$ cat src/rtl/ysyx_24080006_pkg.sv
// Shared constants and types for the ysyx_24080006 core.
// Issue-controller state encoding lives here with the register index width.
package ysyx_24080006_pkg;

  localparam int REG_WIDTH = 5;

  typedef enum logic [1:0] {
    ISSUE_RUN,
    ISSUE_FENCE,
    ISSUE_DRAIN
  } issue_state_e;

endpackage

$ cat src/rtl/ysyx_24080006_scoreboard.sv
// Pending-write bitmap: one bit per architectural register, x0 never pending.
// Reads are combinational from the registered bitmap; updates land on the next edge.
module ysyx_24080006_scoreboard #(
  parameter int REG_WIDTH = 5
) (
  input  logic                 clock,
  input  logic                 reset,
  input  logic                 set_i,
  input  logic [REG_WIDTH-1:0] set_idx_i,
  input  logic                 clr_i,
  input  logic [REG_WIDTH-1:0] clr_idx_i,
  input  logic                 clr_all_i,
  input  logic [REG_WIDTH-1:0] rs1_idx_i,
  input  logic [REG_WIDTH-1:0] rs2_idx_i,
  input  logic [REG_WIDTH-1:0] rd_idx_i,
  output logic                 rs1_pend_o,
  output logic                 rs2_pend_o,
  output logic                 rd_pend_o,
  output logic                 any_pending_o
);

  localparam int NREG = 2 ** REG_WIDTH;

  logic [NREG-1:0] pend_q, pend_d;

  // Set is applied after clear so that a same-index collision leaves the bit set.
  always_comb begin
    pend_d = pend_q;
    if (clr_all_i) begin
      pend_d = '0;
    end else begin
      if (clr_i) pend_d[clr_idx_i] = 1'b0;
      if (set_i) pend_d[set_idx_i] = 1'b1;
    end
    pend_d[0] = 1'b0;
  end

  always_ff @(posedge clock or posedge reset) begin
    if (reset) pend_q <= '0;
    else       pend_q <= pend_d;
  end

  assign rs1_pend_o    = pend_q[rs1_idx_i];
  assign rs2_pend_o    = pend_q[rs2_idx_i];
  assign rd_pend_o     = pend_q[rd_idx_i];
  assign any_pending_o = |pend_q;

`ifndef SYNTHESIS
  assert property (@(posedge clock) disable iff (reset)
    !(set_i && clr_i && !clr_all_i && (set_idx_i == clr_idx_i)));
`endif

endmodule

$ cat src/rtl/ysyx_24080006_issue_ctrl.sv
// Issue controller: holds decoded ops until RAW/WAW-safe, caps in-flight ops, sequences fence.i and post-flush drain.
// Issue handshake is combinational (0-cycle); a blocked op is simply held by decode.
module ysyx_24080006_issue_ctrl #(
  parameter int REG_WIDTH    = ysyx_24080006_pkg::REG_WIDTH,
  parameter int MAX_INFLIGHT = 4
) (
  input  logic                 clock,
  input  logic                 reset,
  input  logic                 id_valid,
  output logic                 id_ready,
  input  logic [REG_WIDTH-1:0] id_rs1,
  input  logic [REG_WIDTH-1:0] id_rs2,
  input  logic [REG_WIDTH-1:0] id_rd,
  input  logic                 id_reg_we,
  input  logic                 id_fencei,
  output logic                 ex_valid,
  input  logic                 ex_ready,
  input  logic                 retire,
  input  logic                 wb_we,
  input  logic [REG_WIDTH-1:0] wb_rd,
  input  logic                 flush,
  output logic                 icache_flush,
  output logic                 busy
);
  import ysyx_24080006_pkg::*;

  localparam int             CW      = $clog2(MAX_INFLIGHT + 1);
  localparam logic [CW-1:0]  MAX_CNT = CW'(MAX_INFLIGHT);

  issue_state_e  state_q, state_d;
  logic [CW-1:0] inflight_q, inflight_d;
  logic          icache_flush_q;

  logic rs1_p, rs2_p, rd_p, any_pend;
  logic hazard, quiet, issue_ok, issue, issue_cnt, clr_all;

  assign hazard = ((id_rs1 != '0) & rs1_p) | ((id_rs2 != '0) & rs2_p) | (id_reg_we & rd_p);
  assign quiet  = (inflight_q == '0) & ~any_pend;

  assign issue_ok = (state_q == ISSUE_RUN) & ex_ready & ~flush & ~hazard
                  & (inflight_q < MAX_CNT) & (~id_fencei | quiet);
  assign issue     = ~reset & id_valid & issue_ok;
  assign issue_cnt = issue & ~id_fencei;

  assign id_ready     = issue;
  assign ex_valid     = issue;
  assign icache_flush = icache_flush_q;
  assign busy         = (inflight_q != '0) | (state_q != ISSUE_RUN);

  always_comb begin
    inflight_d = inflight_q;
    if (issue_cnt & ~retire)
      inflight_d = inflight_q + CW'(1);
    else if (~issue_cnt & retire & (inflight_q != '0))
      inflight_d = inflight_q - CW'(1);
  end

  // A flush always lands in DRAIN; a pending fence is dropped and re-fetched by the redirect.
  always_comb begin
    state_d = state_q;
    unique case (state_q)
      ISSUE_RUN: begin
        if (flush)                                          state_d = ISSUE_DRAIN;
        else if (id_valid & id_fencei & ~quiet)             state_d = ISSUE_FENCE;
      end
      ISSUE_FENCE: begin
        if (flush)      state_d = ISSUE_DRAIN;
        else if (quiet) state_d = ISSUE_RUN;
      end
      ISSUE_DRAIN: begin
        if (~flush & (inflight_q == '0)) state_d = ISSUE_RUN;
      end
      default: state_d = ISSUE_RUN;
    endcase
  end

  assign clr_all = (state_q == ISSUE_DRAIN) & (state_d == ISSUE_RUN);

  always_ff @(posedge clock or posedge reset) begin
    if (reset) begin
      state_q        <= ISSUE_RUN;
      inflight_q     <= '0;
      icache_flush_q <= 1'b0;
    end else begin
      state_q        <= state_d;
      inflight_q     <= inflight_d;
      icache_flush_q <= issue & id_fencei;
    end
  end

  ysyx_24080006_scoreboard #(.REG_WIDTH(REG_WIDTH)) u_sb (
    .clock         (clock),
    .reset         (reset),
    .set_i         (issue & id_reg_we),
    .set_idx_i     (id_rd),
    .clr_i         (wb_we & (wb_rd != '0)),
    .clr_idx_i     (wb_rd),
    .clr_all_i     (clr_all),
    .rs1_idx_i     (id_rs1),
    .rs2_idx_i     (id_rs2),
    .rd_idx_i      (id_rd),
    .rs1_pend_o    (rs1_p),
    .rs2_pend_o    (rs2_p),
    .rd_pend_o     (rd_p),
    .any_pending_o (any_pend)
  );

`ifndef SYNTHESIS
  assert property (@(posedge clock) disable iff (reset) !(retire && (inflight_q == '0)));
  assert property (@(posedge clock) disable iff (reset) inflight_q <= MAX_CNT);
`endif

endmodule

$ cat config.mk
export PLATFORM = sky130hd
export DESIGN_NAME = ysyx_24080006_issue_ctrl
export DESIGN_NICKNAME = d
export VERILOG_FILES = /design/src/rtl/ysyx_24080006_pkg.sv /design/src/rtl/ysyx_24080006_scoreboard.sv /design/src/rtl/ysyx_24080006_issue_ctrl.sv
export SDC_FILE = /design/constraint.sdc
export NUM_CORES = 1
export LEC_CHECK = 0
export ABC_CLOCK_PERIOD_IN_PS = 3400
export BUFFER_PORTS_ARGS = -buffer_cell sky130_fd_sc_hd__buf_2
export CORE_ASPECT_RATIO = 0.8
export CORE_MARGIN = 2
export CORE_UTILIZATION = 45
export CTS_BUF_LIST = sky130_fd_sc_hd__clkbuf_8
export DETAILED_ROUTE_END_ITERATION = 8
export SLEW_MARGIN = 20
export SYNTH_ARGS = -nofsm -noshare
export SYNTH_HDL_FRONTEND = slang
export SYNTH_SLANG_ARGS = --single-unit
export TNS_END_PERCENT = 30
$ cat constraint.sdc
create_clock -name clock -period 3.4 [get_ports clock]
set_clock_uncertainty 0.1 [all_clocks]
set_input_delay 0.17 -clock clock [delete_from_list [all_inputs] [get_ports clock]]
set_output_delay 0.17 -clock clock [all_outputs]
set_load 0.03 [all_outputs]
* Word-level counts from Yosys, hierarchy flattened
Index checks and enable logic that the tools add are counted.
** Word-level totals
- Flip-flop bits (word level) :: 37
- Output and inout bits :: 4
- Word-level logic and storage cells :: 86
** Cells by class
- Add/sub/neg operators :: 2
- Magnitude comparators :: 7
- Eq/ne operators :: 2
- Multiplexer cells :: 22
- Bitwise gates (word level) :: 37
- Reduce and logical (&&, ||, !) cells :: 12
** Operators by type and width (number)
- $mux W32 :: 4
- $and A32 B32 Y32 :: 1
- $not A32 Y32 :: 1
- $or A32 B32 Y32 :: 1
- $reduce_or A31 Y1 :: 1
- $lt A5 B6 Y1 const B :: 4
- $and A1 B1 Y1 :: 22
- $bmux W1 S5 :: 3
- $reduce_bool A5 Y1 :: 3
- $demux W1 S5 :: 2
- $ge A5 B1 Y1 const B :: 2
- $mux W2 :: 5
- $not A1 Y1 :: 8
- $mux W3 :: 2
- $pmux W2 S3 :: 1
- $mux W1 :: 5
- $logic_not A2 Y1 :: 2
- $or A1 B1 Y1 :: 4
- $reduce_bool A2 Y1 :: 2
- $add A3 B1 Y3 const B :: 1
- $logic_not A3 Y1 :: 1
- $lt A3 B3 Y1 const B :: 1
- $reduce_bool A3 Y1 :: 1
- $sub A3 B1 Y3 const B :: 1
- 3 further kinds :: 4

* Depth between registers and ports, before layout
- Word-level depth :: 16
- Mapped depth :: 14

* Modules after synthesis
Synthesis repeated with hierarchy kept, for this count alone.
** Unflattened totals
- Cell total of the unflattened synthesis :: 331
- Area, all modules :: 2875.3 um^2
** By module, submodules not included
- ysyx_24080006_scoreboard :: times used 1, cells an instance 277, area each 2401.1 um^2, seq. area each 775.7 um^2
- ysyx_24080006_issue_ctrl :: times used 1, cells an instance 54, area each 474.2 um^2, seq. area each 150.1 um^2

* Worst setup path before layout
Ideal clock, no wire load.
- Path type :: input -> output
- Start :: input port id_rs1[0]
- End :: output port id_ready
- Arrival :: 2.734 ns
- Required time :: 3.130 ns
- Path slack :: 0.396 ns
- Stages :: 9
- Buffers on the path :: 3
- Cells stage by stage :: buf_2 mux4_2 o22ai_1 a211oi_1 nor3_1 o311a_1 buf_4 a21boi_0 buf_4
** On the way
- Cells in the longest elaborated chain, start to end :: 10
- Elaborated cells between the ends (all ways) :: 11
- Those cells by class :: 2 x mux; 8 x bitwise; 1 x reduce/logical
** RTL lines
- start, declared :: line ysyx_24080006_issue_ctrl.sv:11 : input logic [REG_WIDTH-1:0] id_rs1,
- $bmux W1 S5 :: line ysyx_24080006_scoreboard.sv:43 : assign rs1_pend_o = pend_q[rs1_idx_i];
- $mux W1 (not written as such) :: line ysyx_24080006_scoreboard.sv:43
- $and A1 B1 Y1 (*) :: line ysyx_24080006_issue_ctrl.sv:37 : assign hazard = ((id_rs1 != '0) & rs1_p) | ((id_rs2 != '0) & rs2_p) | (id_reg_we & rd_p);
- $or A1 B1 Y1 (*) (2 in series) :: line ysyx_24080006_issue_ctrl.sv:37
- $not A1 Y1 (*) :: line ysyx_24080006_issue_ctrl.sv:40 : assign issue_ok = (state_q == ISSUE_RUN) & ex_ready & ~flush & ~hazard
- $and A1 B1 Y1 (*) :: line ysyx_24080006_issue_ctrl.sv:40
- $and A1 B1 Y1 (*) (2 in series) :: line ysyx_24080006_issue_ctrl.sv:41 : & (inflight_q < MAX_CNT) & (~id_fencei | quiet);
- $and A1 B1 Y1 (*) :: line ysyx_24080006_issue_ctrl.sv:42 : assign issue = ~reset & id_valid & issue_ok;
- end, declared :: line ysyx_24080006_issue_ctrl.sv:10 : output logic id_ready,
Every way passes the cells marked *; elsewhere a longest branch is shown, timed or not. The select of a mux whose other input is x is not followed.

* Worst setup path after layout
- Start :: register u_sb.pend_q[31]
- End :: register inflight_q[2]
** On the way
- Cells in the longest elaborated chain, start to end :: 15
- Elaborated cells between the ends (all ways) :: 27
- Those cells by class :: 7 x mux; 18 x bitwise; 2 x reduce/logical
** RTL lines
- start, declared :: line ysyx_24080006_scoreboard.sv:24 : logic [NREG-1:0] pend_q, pend_d;
- start signal, assigned :: line ysyx_24080006_scoreboard.sv:40 : else pend_q <= pend_d;
- $bmux W1 S5, on equally long branches :: line ysyx_24080006_scoreboard.sv:43, ysyx_24080006_scoreboard.sv:44
- $mux W1, on equally long branches :: line ysyx_24080006_scoreboard.sv:43, ysyx_24080006_scoreboard.sv:44
- $and A1 B1 Y1 :: line ysyx_24080006_issue_ctrl.sv:37
- $or A1 B1 Y1 (2 in series) :: line ysyx_24080006_issue_ctrl.sv:37
- $not A1 Y1 :: line ysyx_24080006_issue_ctrl.sv:40
- $and A1 B1 Y1 :: line ysyx_24080006_issue_ctrl.sv:40
- $and A1 B1 Y1 :: line ysyx_24080006_issue_ctrl.sv:41
- $and A1 B1 Y1 (*) :: line ysyx_24080006_issue_ctrl.sv:41
- $and A1 B1 Y1 (*) :: line ysyx_24080006_issue_ctrl.sv:42
- $and A1 B1 Y1 (*) :: line ysyx_24080006_issue_ctrl.sv:43 : assign issue_cnt = issue & ~id_fencei;
- $not A1 Y1 :: line ysyx_24080006_issue_ctrl.sv:54 : else if (~issue_cnt & retire & (inflight_q != '0))
- $and A1 B1 Y1 (2 in series) :: line ysyx_24080006_issue_ctrl.sv:54
- $reduce_bool A2 Y1 (no line)
- end signal, assigned :: line ysyx_24080006_issue_ctrl.sv:86 : inflight_q <= inflight_d;
- end, declared :: line ysyx_24080006_issue_ctrl.sv:31 : logic [CW-1:0] inflight_q, inflight_d;
Marks and branches as above.
A chain may end at the register's enable or synchronous reset.

==> out/results.tsv <==
stage	metric	value	unit
status	outcome	finished clean	
power_and_ir_drop	Total Power	1.135	mW
logic_synthesis	Mean Syn Cell Area	9.983	um^2
power_and_ir_drop	clock group share of total power	0.284	
logic_synthesis	register area share after synthesis	0.3254	
layout	area grow syn2layout	11.17	%
power_and_ir_drop	maximum vdd drop	0.1814	mV
routing	detailed router's first-iteration violation count	267	
critical_path	cell chain of the critical path	mux4_2 -> and4_4 -> a2111oi_4 -> nand3_1 -> a21oi_1 -> and2_1 -> nand2_1 -> fa_1 -> nand2b_1 -> nor2_1 -> o21ai_0 -> o211ai_1	
die	floorplan row count	25	
power_and_ir_drop	P_leak	1.255	nW
clock_network	post_cts resized	0	
die	top-level I/O count	33	
global_routing	first-pass GRT wire length	13.77	mm
sta	Slew @ Worst Pin	0.7663	ns
power_and_ir_drop	sequential share of power	0.446	
clock_network	CTS tree	built	
logic_synthesis	Synth async-reset ratio	1.000	
global_routing	Total GRT Usage	0.2638	
routing	Vias	2595	
sta	Min Clock Period, post-route	3.157	ns
place	Post-DP HPWL	6.366	mm
logic_synthesis	Yosys reg bits	37	
critical_path	critical path class	flop to flop	
power_and_ir_drop	PD cells	358.9	nW/um^2
critical_path	CP arrival	3.28	ns
layout	commonest non-fill, non-tap cell in the layout	dfrtp_1	
power_and_ir_drop	Net Sw Frac	0.3575	
critical_path	Crit path largest cell delay	0.50	ns
logic_synthesis	Distinct cells, synth	51	
layout	most frequent cells in the layout	37 x dfrtp_1, 32 x o211ai_1, 32 x buf_2	
layout	diode count	0	
critical_path	startpoint types	flop	
logic_synthesis	Synth warnings	0	
die	Die Area	6979	um^2
critical_path	crit end category	flop	
sta	RSZ-0062 raised after global routing	no	
routing	routed len/inst	21.93	um
routing	antenna-violating nets left	0	
die	chip width	92.90	um
clock_network	Max clock buf depth	2	
sta	maximum operating frequency	316.7	MHz
place	Placed Instances	384	
power_and_ir_drop	NetSw	0.4058	mW
clock_network	clock latency on the worst-skew pair	0.30	ns
logic_synthesis	EDFF count, synth	0	
layout	Post-Route Utilization	0.5267	
sta	Final Max Slew Viols	0	
power_and_ir_drop	Comb pwr share	0.269	
global_routing	largest net degree at the start of global routing	34	
power_and_ir_drop	Int Power	0.7293	mW
sta	Final Hold Vio Count	0	
die	Die Y	75.12	um
clock_network	CTS Root Cell	clkbuf_8	
flow_run	max cap viols	0	
clock_network	CTS Buf Count	5	
critical_path	CP required	3.52	ns
logic_synthesis	Synth Cell Area	2845	um^2
place	GPL Wtd Cong	0.9152	
routing	Routed WL	8.642	mm
routing	DRC Markers	0	
global_routing	vias in the first global route	2490	
global_routing	initial antenna violation count	0	
clock_network	H-Tree Depth	2	
critical_path	delay-heaviest family, CP	simple AND/OR/NAND/NOR gates	
layout	fin cells	394	
critical_path	CP Buf/Inv Count	0	
critical_path	crit-path max FO	5	
die	Core Area	6006	um^2
sta	Max-slew headroom	0.4885	
die	Starting Density	0.4738	
sta	post-route setup TNS	0	ns
critical_path	Max stage delay cell, worst path	mux4_2	
logic_synthesis	syn nets	315	
place	# port buffers	32	
layout	fin nets	342	
sta	period utilization	0.9286	
logic_synthesis	ys flop type	dfrtp_1	
global_routing	total grt overflow	0	
logic_synthesis	Cells after Synth	285	
clock_network	Reg clk slew, reported paths	0.08	ns
layout	fraction of layout cells with a size suffix above 1	0.2780	
hold_path	worst hold path class	primary input to flop	
clock_network	CTS sink cnt	37	
routing	1st-pass router iterations	4	
routing	Via density	6.586	
sta	Setup Viol. Count Final	0	
## registers in the layout, summed over array words and instances (netlist names)
signal / count
inflight_q: 3
icache_flush: 1
u_sb.pend_q: 31
state_q: 2
## routing by layer
layer  vias up  wire [um]  track usage
met1      1270       4191       0.3983
met2       119       3681       0.3792
met3        11        629      0.05105
li1       1195          -            -
met5         -          0            0
met4         0        139      0.09477
## power by group through the flow
stage / registers (mW) / logic, mW / clock network [mW]
after global routing: 0.516 / 0.339 / 0.352
after global placement: 0.516 / 0.296 / 0
after detailed placement: 0.515 / 0.299 / 0
after floorplan: 0.504 / 0.221 / 0
after CTS: 0.507 / 0.302 / 0.331
final: 0.507 / 0.306 / 0.323
## layout make-up
class	count	area [um^2]
fillers	548	2843
multi-input cells	221	1790
flip-flops and latches	37	925.9
repair buffers	41	232.7
well taps	81	101.3
clock buffers	5	68.82
inverters	6	22.52
clock inverters	3	21.27
## cell usage after synthesis (all sizes together), types with 5 or more instances
cell type,count,area share
dfrtp,37,0.33
o211ai,32,0.084
o21ai,32,0.067
mux4,16,0.13
mux2i,12,0.042
nand2,12,0.017
clkbuf,11,0.015
buf,10,0.023
nand3,10,0.018
nor2,10,0.013
nor4,9,0.020
nand4,8,0.018
nor2b,7,0.015
nor3,7,0.012
a21oi,6,0.011
inv,6,0.0079
mux2,6,0.024
nand2b,6,0.013
nand3b,6,0.016
o22ai,5,0.011
## what timing repair did
item                                   CTS  global route
endpoints found under the hold margin   19             0
hold buffers                             2             0
setup buffers                            0             0
## worst register-to-register path, delay by kind of cell, from the launching register on
family	cells	cell delay, ns
flops	1	0.44
fa+ha+maj	1	0.37
compound gates	4	0.75
simple gates	6	0.92
mux	1	0.50
## path summary, 6_finish.rpt
check | slack, ns | cells after the start | start | endpoint
hold reg to reg | 0.42 | 1 | state_q[1] | state_q[0]
max in group asynchronous | 1.99 | 4 | reset | u_sb.pend_q[13]
setup / recovery | 0.24 | 12 | u_sb.pend_q[31] | inflight_q[2]
hold / removal | 0.06 | 2 | id_fencei | icache_flush
min in group asynchronous | 0.46 | 3 | reset | state_q[0]
setup reg to reg | 0.24 | 12 | u_sb.pend_q[31] | inflight_q[2]
## kinds of logic after synthesis
logic type                 count (synthesis)  share of synthesized area
muxes                                     34                     0.1926
and+or+nand+nor                           96                     0.2058
DFF                                       37                     0.3254
adders and majority gates                  1                   0.007036
buffers and inverters                     27                    0.04529
AOI/OAI and AO/OA                         90                     0.2238
## stage by stage
stage	area, um^2	setup WS [ns]	hold slack, ns
after floorplan	2845	0.3957	0.1427
after global placement	3053	0.3493	0.2468
after detailed placement	3053	0.2974	0.2465
after CTS	3163	0.2762	0.06675
after global routing	3163	0.01110	0.06179
final	3163	0.2428	0.06314
No activity file was read; power rests on OpenSTA's default activity.
